===== src/rtl/mc_ctrl_pkg.sv =====
// rtl/mc_ctrl_pkg.sv - shared states, opcodes, Funct codes and control select codes
package mc_ctrl_pkg;

    localparam int STATE_BITS = 4;

    typedef enum logic [STATE_BITS-1:0] {
        S_FETCH   = 4'd0,
        S_DECODE  = 4'd1,
        S_MEMADR  = 4'd2,
        S_MEMRD   = 4'd3,
        S_MEMWB   = 4'd4,
        S_MEMWR   = 4'd5,
        S_EXECUTE = 4'd6,
        S_ALUWB   = 4'd7,
        S_BRANCH  = 4'd8,
        S_ADDIEX  = 4'd9,
        S_ADDIWB  = 4'd10,
`ifdef MC_BNE_EN
        S_JUMP    = 4'd11,
        S_BNEX    = 4'd12
`else
        S_JUMP    = 4'd11
`endif
    } state_t;

    localparam logic [5:0] OP_RTYPE = 6'b000000;
    localparam logic [5:0] OP_LW    = 6'b100011;
    localparam logic [5:0] OP_SW    = 6'b101011;
    localparam logic [5:0] OP_BEQ   = 6'b000100;
    localparam logic [5:0] OP_BNE   = 6'b000101;
    localparam logic [5:0] OP_ADDI  = 6'b001000;
    localparam logic [5:0] OP_J     = 6'b000010;

    localparam logic [5:0] FN_ADD = 6'b100000;
    localparam logic [5:0] FN_SUB = 6'b100010;
    localparam logic [5:0] FN_AND = 6'b100100;
    localparam logic [5:0] FN_OR  = 6'b100101;
    localparam logic [5:0] FN_NOR = 6'b100111;
    localparam logic [5:0] FN_SLT = 6'b101010;
    localparam logic [5:0] FN_SLL = 6'b000000;
    localparam logic [5:0] FN_SRL = 6'b000010;

    localparam logic [3:0] ALU_AND = 4'b0000;
    localparam logic [3:0] ALU_OR  = 4'b0001;
    localparam logic [3:0] ALU_ADD = 4'b0010;
    localparam logic [3:0] ALU_SUB = 4'b0110;
    localparam logic [3:0] ALU_SLT = 4'b0111;
    localparam logic [3:0] ALU_NOR = 4'b1100;
    localparam logic [3:0] ALU_SLL = 4'b1000;
    localparam logic [3:0] ALU_SRL = 4'b1001;

    localparam logic [1:0] SRCB_B      = 2'b00;
    localparam logic [1:0] SRCB_FOUR   = 2'b01;
    localparam logic [1:0] SRCB_IMM    = 2'b10;
    localparam logic [1:0] SRCB_IMM_SH = 2'b11;

    localparam logic [1:0] PCSRC_ALU    = 2'b00;
    localparam logic [1:0] PCSRC_ALUOUT = 2'b01;
    localparam logic [1:0] PCSRC_JUMP   = 2'b10;

endpackage


===== src/rtl/mc_alu_decoder.sv =====
// rtl/mc_alu_decoder.sv - combinational R-type Funct to ALUControl decode
module mc_alu_decoder
    import mc_ctrl_pkg::*;
(
    input  logic [5:0] i_funct,
    output logic [3:0] o_alu_control
);

    always_comb begin
        o_alu_control = ALU_ADD;
        case (i_funct)
            FN_ADD:  o_alu_control = ALU_ADD;
            FN_SUB:  o_alu_control = ALU_SUB;
            FN_AND:  o_alu_control = ALU_AND;
            FN_OR:   o_alu_control = ALU_OR;
            FN_NOR:  o_alu_control = ALU_NOR;
            FN_SLT:  o_alu_control = ALU_SLT;
            FN_SLL:  o_alu_control = ALU_SLL;
            FN_SRL:  o_alu_control = ALU_SRL;
            default: o_alu_control = ALU_ADD;
        endcase
    end

endmodule


===== src/rtl/mips_multicycle_controller.sv =====
// rtl/mips_multicycle_controller.sv - multicycle MIPS control FSM (MC_BNE_EN adds bne)
module mips_multicycle_controller
    import mc_ctrl_pkg::*;
#(
    parameter int STATE_W = 4
) (
    input  logic               clk,
    input  logic               rst,
    input  logic [5:0]         Op,
    input  logic [5:0]         Funct,
    input  logic               Zero,
    output logic               PCEn,
    output logic               IorD,
    output logic               MemWrite,
    output logic               IRWrite,
    output logic               RegDst,
    output logic               MemtoReg,
    output logic               RegWrite,
    output logic               ALUSrcA,
    output logic [1:0]         ALUSrcB,
    output logic [1:0]         PCSrc,
    output logic [3:0]         ALUControl,
    output logic [STATE_W-1:0] dbg_state
);

    state_t     r_state;
    state_t     w_next;
    logic [3:0] w_rtype_alu;
    logic       w_pc_write;
    logic       w_branch;
    logic       w_branch_ne;
    logic       w_mem_write;
    logic       w_ir_write;
    logic       w_reg_write;

    mc_alu_decoder u_alu_dec (
        .i_funct       (Funct),
        .o_alu_control (w_rtype_alu)
    );

    always_ff @(posedge clk or posedge rst) begin
        if (rst) r_state <= S_FETCH;
        else     r_state <= w_next;
    end

    always_comb begin
        w_next      = S_FETCH;
        w_pc_write  = 1'b0;
        w_branch    = 1'b0;
        w_branch_ne = 1'b0;
        w_mem_write = 1'b0;
        w_ir_write  = 1'b0;
        w_reg_write = 1'b0;
        IorD        = 1'b0;
        RegDst      = 1'b0;
        MemtoReg    = 1'b0;
        ALUSrcA     = 1'b0;
        ALUSrcB     = SRCB_B;
        PCSrc       = PCSRC_ALU;
        ALUControl  = ALU_ADD;
        case (r_state)
            S_FETCH: begin
                ALUSrcB    = SRCB_FOUR;
                w_ir_write = 1'b1;
                w_pc_write = 1'b1;
                w_next     = S_DECODE;
            end
            S_DECODE: begin
                ALUSrcB = SRCB_IMM_SH;
                case (Op)
                    OP_LW, OP_SW: w_next = S_MEMADR;
                    OP_RTYPE:     w_next = S_EXECUTE;
                    OP_BEQ:       w_next = S_BRANCH;
                    OP_ADDI:      w_next = S_ADDIEX;
                    OP_J:         w_next = S_JUMP;
`ifdef MC_BNE_EN
                    OP_BNE:       w_next = S_BNEX;
`endif
                    default:      w_next = S_FETCH;
                endcase
            end
            // Op is still held in the IR here, so it separates lw from sw
            S_MEMADR: begin
                ALUSrcA = 1'b1;
                ALUSrcB = SRCB_IMM;
                w_next  = (Op == OP_LW) ? S_MEMRD : S_MEMWR;
            end
            S_MEMRD: begin
                IorD   = 1'b1;
                w_next = S_MEMWB;
            end
            S_MEMWB: begin
                MemtoReg    = 1'b1;
                w_reg_write = 1'b1;
            end
            S_MEMWR: begin
                IorD        = 1'b1;
                w_mem_write = 1'b1;
            end
            S_EXECUTE: begin
                ALUSrcA    = 1'b1;
                ALUControl = w_rtype_alu;
                w_next     = S_ALUWB;
            end
            S_ALUWB: begin
                RegDst      = 1'b1;
                w_reg_write = 1'b1;
            end
            S_BRANCH: begin
                ALUSrcA    = 1'b1;
                ALUControl = ALU_SUB;
                PCSrc      = PCSRC_ALUOUT;
                w_branch   = 1'b1;
            end
`ifdef MC_BNE_EN
            S_BNEX: begin
                ALUSrcA     = 1'b1;
                ALUControl  = ALU_SUB;
                PCSrc       = PCSRC_ALUOUT;
                w_branch_ne = 1'b1;
            end
`endif
            S_ADDIEX: begin
                ALUSrcA = 1'b1;
                ALUSrcB = SRCB_IMM;
                w_next  = S_ADDIWB;
            end
            S_ADDIWB: begin
                w_reg_write = 1'b1;
            end
            S_JUMP: begin
                PCSrc      = PCSRC_JUMP;
                w_pc_write = 1'b1;
            end
            default: w_next = S_FETCH;
        endcase
    end

    // Reset only suppresses the enables; the selects already sit at FETCH values
    assign PCEn     = ~rst & (w_pc_write | (w_branch & Zero) | (w_branch_ne & ~Zero));
    assign IRWrite  = ~rst & w_ir_write;
    assign RegWrite = ~rst & w_reg_write;
    assign MemWrite = ~rst & w_mem_write;

    assign dbg_state = STATE_W'(r_state);

endmodule


===== config.mk =====
export PLATFORM = sky130hd
export DESIGN_NAME = mips_multicycle_controller
export DESIGN_NICKNAME = d
export VERILOG_FILES = /design/src/rtl/mc_ctrl_pkg.sv /design/src/rtl/mc_alu_decoder.sv /design/src/rtl/mips_multicycle_controller.sv
export SDC_FILE = /design/constraint.sdc
export NUM_CORES = 1
export LEC_CHECK = 0
export BUFFER_PORTS_ARGS = -buffer_cell sky130_fd_sc_hd__buf_4
export CAP_MARGIN = 5
export CORE_AREA = 2 2 39 41
export CTS_BUF_LIST = sky130_fd_sc_hd__clkbuf_8
export DETAILED_ROUTE_END_ITERATION = 8
export DIE_AREA = 0 0 41 43
export GPL_TIMING_DRIVEN = 0
export PLACE_DENSITY = 0.8
export SLEW_MARGIN = 20
export SYNTH_ARGS = -nofsm -noshare
export SYNTH_HDL_FRONTEND = slang
export SYNTH_SLANG_ARGS = --single-unit

===== constraint.sdc =====
create_clock -name clk -period 3.65 [get_ports clk]
set_clock_uncertainty 0.1 [all_clocks]
set_input_delay 0.365 -clock clk [delete_from_list [all_inputs] [get_ports clk]]
set_output_delay 0.365 -clock clk [all_outputs]
set_load 0.05 [all_outputs]

==> impl_results.md, run 1 <==
- Worst path bufs/invs: 1
- Fin worst setup slack: roughly 1200 ps
- DRC errors left: 0
- Worst Path Required: between 3000 and 4000 ps
- Total Routed Length: ~1700 um
- Fill cells: 131
- Critical path arrival: 1940 ps
- Postcts setup bufs: 0
- Fin crit share: 0.660
- Top FF cell, synth: dfrtp_1
- Final Instance Area: just under 900 um2
- Register area: about 100 um2
- Final #Nets: approximately 130
- TritonCTS Buffers: 3
- Largest stage delay, worst path: approximately 430 ps
- CP top delay family: simple AND/OR/NAND/NOR gates
- Post-layout min period: 2410 ps
- Die height: roughly 43 um
- Finished Layout Cells: 132
- Worst rel slew slack: 0.715
- Largest net degree at the start of global routing: 11
- Crit path launch type: flip-flop
- Setup TNS: 0 ps
- CP Capture Type: output pin
- Layout cells sized above 1: 0.328
- Mapped Area: approximately 550 um2
- IO Count: 35
- DR pass1 iterations: 5
- EDFF count, synth: 0
- Clk root buf: clkbuf_8
- Maximum clock insertion buffer count: 2
- DP Area: 828 um2
- Synth Instances: 78
- Hpwl dp: between 1000 and 1500 um
- Crit-path cells: or3b_1, or3b_4, a221o_1, buf_4
- RePlAce Congestion: 0.833
- Post-synthesis register bit count: 4
- Vias in the first global route: between 600 and 700
- Setup WS pre-CTS: 1460 ps
- CTS tree: built
- WL/cell: about 13 um
- Clock latency on the worst-skew pair: approximately 210 ps
- Via count: 758
- Violation count after the first detailed-route iteration: 16
- Area occupied by multi-input gates: 427 um2
- Leakage: 0.385 nW
- ANT nets after route: 0
- Seq/Total Area, Yosys: 0.181
- Mean Syn Cell Area: about 7 um2
- PwrDens: around 580 mW/mm2
- Final setup fails: 0
- Worst setup path class: reg2out
- Max VDD drop: between 0.2 and 0.3 mV
- Total die area: about 0.0018 mm2
- Final hold viol count: 0
- Worst slew pin tran: ~430 ps
- Synth async-reset ratio: 1.00
- I/O Buffers: 34
- Initial antenna violation count: 0
- Diode count: 0
- Synth unique cells: 37
- Largest register FFs: 4
- Slew Limit Fails: 0
- Area growth syn-to-layout: 59.0%
- Via/cell ratio: roughly 5.7
- # hold bufs at CTS: 1
- First-pass GRT wire length: 2630 um
- Starting Density: 0.400
- Row cnt: 14
- RSZ-0062 raised after global routing: no
- Worst-path fanout max: 7
- Clk sinks: 4
- Reg clk slew, reported paths: 30 ps
- H-tree levels: 1
- Synth top area cells: dfrtp_1 (18%), nor3_1 (6.3%), nor2_1 (5.4%)
- Achievable Freq: approximately 420 MHz
- Area of the core: around 0.0014 mm2
- Placed Cells: 128
- Syn nets: between 90 and 100
- CP max-delay cell: dfrtp_1
- Grt ovf: 0
- Cells resized by post-CTS repair: 0
- Final Util: 0.636
- Commonest cells after routing, fill and taps aside: buf_4 (34), nor2_1 (8), nor3_1 (7)
- Commonest non-fill, non-tap cell in the layout: buf_4
- Maxcap violations: 0
- Die Wd: around 41 um
- GRT Total Usage: 0.208
- Yosys top cell area share: 0.181
- Status: complete, no violations
- Yosys top cell by area: dfrtp_1
- Hold Crit Class: in2reg
- Yosys warning count: 0
[tightest hold or removal path: cells and delay by family]
| kind | cells | cell delay [ps] |
|---|---|---|
| and+or+nand+nor | 1 | 70 |
| AOI/OAI and AO/OA | 1 | 80 |
| buffers and inverters | 1 | 120 |
[power by group]
part / total [W] / switching (W) / internal [W]
Combinational: 0.000348 / 0.000236 / 0.000111
Clock: 0.0000919 / 0.0000217 / 0.0000702
Sequential: 0.0000667 / 0.0000115 / 0.0000551
[through the flow]
stage	total power, W	hold slack [ps]
floorplan	0.000310	39.5
global placement	0.000407	195
detailed placement	0.000411	199
CTS	0.000506	367
global route	0.000532	393
finish	0.000506	367
[synthesized netlist by cell type (all sizes together) (2+ instances only)]
| master | instances |
|---|---|
| nor3 | 7 |
| xnor2 | 3 |
| nand2 | 2 |
| nor4 | 2 |
| or3b | 3 |
| clkbuf | 4 |
| nand3 | 3 |
| nor2 | 8 |
| a211o | 2 |
| nor3b | 3 |
| o21ai | 5 |
| inv | 3 |
| nand2b | 3 |
| and2 | 2 |
| a21oi | 4 |
| dfrtp | 4 |
| nand4 | 2 |
[final cells by class]
class | instances | share of cell area
Tap cell | 16 | 0.0228
Buffer | 4 | 0.0171
Timing Repair Buffer | 35 | 0.302
Multi-Input combinational cell | 67 | 0.485
Inverter | 3 | 0.0128
Clock buffer | 3 | 0.0469
Sequential cell | 4 | 0.114
[cell families (layout without fill, tap and decap cells)]
family / count (synthesis) / after routing / synth area share
xor gates and xnor gates: 4 / 4 / 0.0634
and+or+nand+nor: 43 / 43 / 0.466
DFF: 4 / 4 / 0.181
buffers and inverters: 7 / 45 / 0.0475
AOI/OAI and AO/OA: 20 / 20 / 0.242
[final timing paths]
path | slack (ps) | depth (start not counted) | from | endpoint
max reg2reg | 2030 | 4 | dbg_state[0] | dbg_state[2]
max in group asynchronous | 2720 | 3 | rst | dbg_state[2]
min in group asynchronous | 560 | 3 | rst | dbg_state[1]
min reg2reg | 590 | 2 | dbg_state[0] | dbg_state[1]
max | 1240 | 4 | dbg_state[3] | ALUControl[1]
min | 370 | 3 | Op[2] | dbg_state[3]
[routing by layer]
layer  vias to the layer above  wire length [um]  GRT usage
li1                        377                 -          -
met1                       359               745      0.275
met2                        22               879      0.344
met3                         0                92     0.0314
met4                         0                 0     0.0400
met5                         -                 0          0
(Power assumes the default switching activity.)
==> inputs of run 2 (changes only) <==
clock period = 2.3 ns   (was 3.65 ns; I/O delays follow)
==> run 2 against run 1 <==
  * Cell count rose by 1.5%
  * Power is 63% higher
  * Via count rose by 0.53%
  * Worst hold slack worse by 140 ps
  * Core utilization is 3.5 points higher
  * Sequential power rose by 57%
  * Clock power is 55% higher
  * Flip-flop and latch count unchanged
  * Clock-buffer cell count unchanged
  * First-iteration DRC count fell by 31%
  * Die area did not move
  * Critical path depth unchanged
  * Critical path type unchanged
  * Largest cell class unchanged
==> impl_results.md, run 2 (synthesis gave the netlist of run 1 again) <==
- Final #Nets: 135 (was 133)
- CP Capture Type: output pin (unchanged)
- Commonest non-fill, non-tap cell in the layout: buf_4 (unchanged)
- Via count: 762 (was 758)
- Die height: 43 um (unchanged)
- Violation count after the first detailed-route iteration: 11 (was 16)
- CTS tree: built (unchanged)
- First-pass GRT wire length: 2840 um (was 2630 um)
- Finished Layout Cells: 134 (was 132)
- Vias in the first global route: 678 (was 648)
- Final Instance Area: 928 um2 (was 880 um2)
- Worst rel slew slack: 0.685 (was 0.715)
- TritonCTS Buffers: 3 (unchanged)
- CP max-delay cell: or3b_4 (was dfrtp_1)
- Fin crit share: 0.973
- Crit path from: dbg_state[1] (was dbg_state[3])
- Maximum clock insertion buffer count: 2 (unchanged)
- Largest net degree at the start of global routing: 11 (unchanged)
- Final setup fails: 0 (unchanged)
- Register area: 101 um2 (was 100 um2)
- Crit-path cells: or3b_4, or3b_4, a221o_1, buf_4 (was or3b_1, or3b_4, a221o_1, buf_4)
- Maxcap violations: 0 (unchanged)
- ANT nets after route: 0 (unchanged)
- RePlAce Congestion: 0.834 (was 0.833)
- GRT Total Usage: 0.225 (was 0.208)
- Hold slack final: 230 ps (was 367 ps)
- HP Start: Op[2] (unchanged)
- Hpwl dp: 1390 um (was 1330 um)
- Critical Path Most Common Cell: or3b_4
- Area growth syn-to-layout: 67.9% (was 59.0%)
- Row cnt: 14 (unchanged)
- Worst-path fanout max: 5 (was 7)
- Clock latency on the worst-skew pair: 210 ps (about the same)
- H-tree levels: 1 (unchanged)
- Leakage: 0.405 nW (was 0.385 nW)
- Achievable Freq: roughly 450 MHz
- I/O Buffers: 34 (unchanged)
- IO Count: 35 (unchanged)
- Grt ovf: 0 (unchanged)
- Max VDD drop: 0.611 mV (was 0.291 mV)
- Commonest cells after routing, fill and taps aside: buf_4 (36), nor2_1 (7), nor3_1 (5) (was buf_4 (34), nor2_1 (8), nor3_1 (7))
- Reg2reg start: dbg_state[0] (unchanged)
- Via/cell ratio: 5.69 (was 5.74)
- Worst path bufs/invs: 1 (unchanged)
- CP top delay family: simple AND/OR/NAND/NOR gates (unchanged)
- Slew Limit Fails: 0 (unchanged)
- Total Routed Length: 1810 um (was 1720 um)
- DR pass1 iterations: 4 (was 5)
- DRC errors left: 0 (unchanged)
- Hold Crit Class: in2reg (unchanged)
- Area occupied by multi-input gates: 459 um2 (was 427 um2)
- DP Area: 858 um2 (was 828 um2)
- Clk root buf: clkbuf_8 (unchanged)
- Layout cells sized above 1: 0.415 (was 0.328)
- Fill cells: 124 (was 131)
- WL/cell: 13.5 um (was 13.0 um)
- Status: complete, no violations (unchanged)
- Placed Cells: 128 (unchanged)
- PwrDens: 891 mW/mm2 (was 575 mW/mm2)
- Post-layout min period: 2240 ps
- Reg clk slew, reported paths: 30 ps (about the same)
- Final hold viol count: 0 (unchanged)
- Total die area: 0.00176 mm2 (unchanged)
- Starting Density: 0.400 (unchanged)
- RSZ-0062 raised after global routing: no (unchanged)
- Largest stage delay, worst path: 430 ps (about the same)
- Crit path launch type: flip-flop (unchanged)
- Largest register FFs: 4 (unchanged)
- Worst setup path class: reg2out (unchanged)
- Clk sinks: 4 (unchanged)
- Critical path arrival: 1910 ps (was 1940 ps)
- Initial antenna violation count: 0 (unchanged)
- Diode count: 0 (unchanged)
- Worst slew pin tran: 473 ps (was 427 ps)
- Die Wd: 41 um (unchanged)
- Area of the core: 0.00138 mm2 (unchanged)
- Worst Path Required: 1970 ps (was 3180 ps)
-- run 2: worst min-delay path: stages --
cell and delay, ps:
buf_4 120, nand3_1 70, a21boi_0 80
-- run 2: final timing paths --
check	cells after the start	endpoint	slack, ps
worst min-delay path	3	dbg_state[3]	230
worst min register to register	2	dbg_state[1]	560
worst max register to register	4	dbg_state[2]	680
min in group asynchronous	3	dbg_state[1]	410
worst max-delay path	4	ALUControl[1]	60
max in group asynchronous	3	dbg_state[3]	1510
-- run 2: timing repair --
action	CTS	global route
hold endpoints to repair	4	0
endpoints found under the setup margin	1	1
setup buffers	0	2
hold buffers	1	0
resized for setup	1	1
-- run 2: layer usage --
| metal | global-route usage | routed length, um | vias up |
|---|---|---|---|
| met5 | 0 | 0 | - |
| met4 | 0.0333 | 0 | 0 |
| met3 | 0.0471 | 122 | 0 |
| met2 | 0.384 | 948 | 32 |
| met1 | 0.280 | 735 | 354 |
| li1 | - | - | 376 |
-- run 2: power by group --
part	switching [W]	leakage [nW]	total [W]	internal [W]
Clock	0.0000313	0.0216	0.000142	0.000111
Sequential	0.0000174	0.0515	0.000105	0.0000878
Combinational	0.000391	0.332	0.000580	0.000189
Total	0.000440	0.405	0.000827	0.000388
-- run 2: layout make-up --
| type | instances | share of cell area |
|---|---|---|
| Timing Repair Buffer | 37 | 0.302 |
| Multi-Input combinational cell | 67 | 0.495 |
| Tap cell | 16 | 0.0216 |
| Sequential cell | 4 | 0.109 |
| Inverter | 3 | 0.0121 |
| Buffer | 4 | 0.0162 |
| Clock buffer | 3 | 0.0445 |
-- run 2: stage by stage --
step | setup TNS [ps] | util | power [W] | worst slack, ps
6_report | 0 | 0.671 | 0.000827 | 63.2
5_1_grt | 0 | 0.671 | 0.000876 | 1.80
4_1_cts | 0 | 0.659 | 0.000819 | 19.5
3_5_place_dp | 0 | 0.620 | 0.000670 | 221
3_3_place_gp | 0 | 0.620 | 0.000662 | 221
2_1_floorplan | -761 | - | 0.000507 | -289
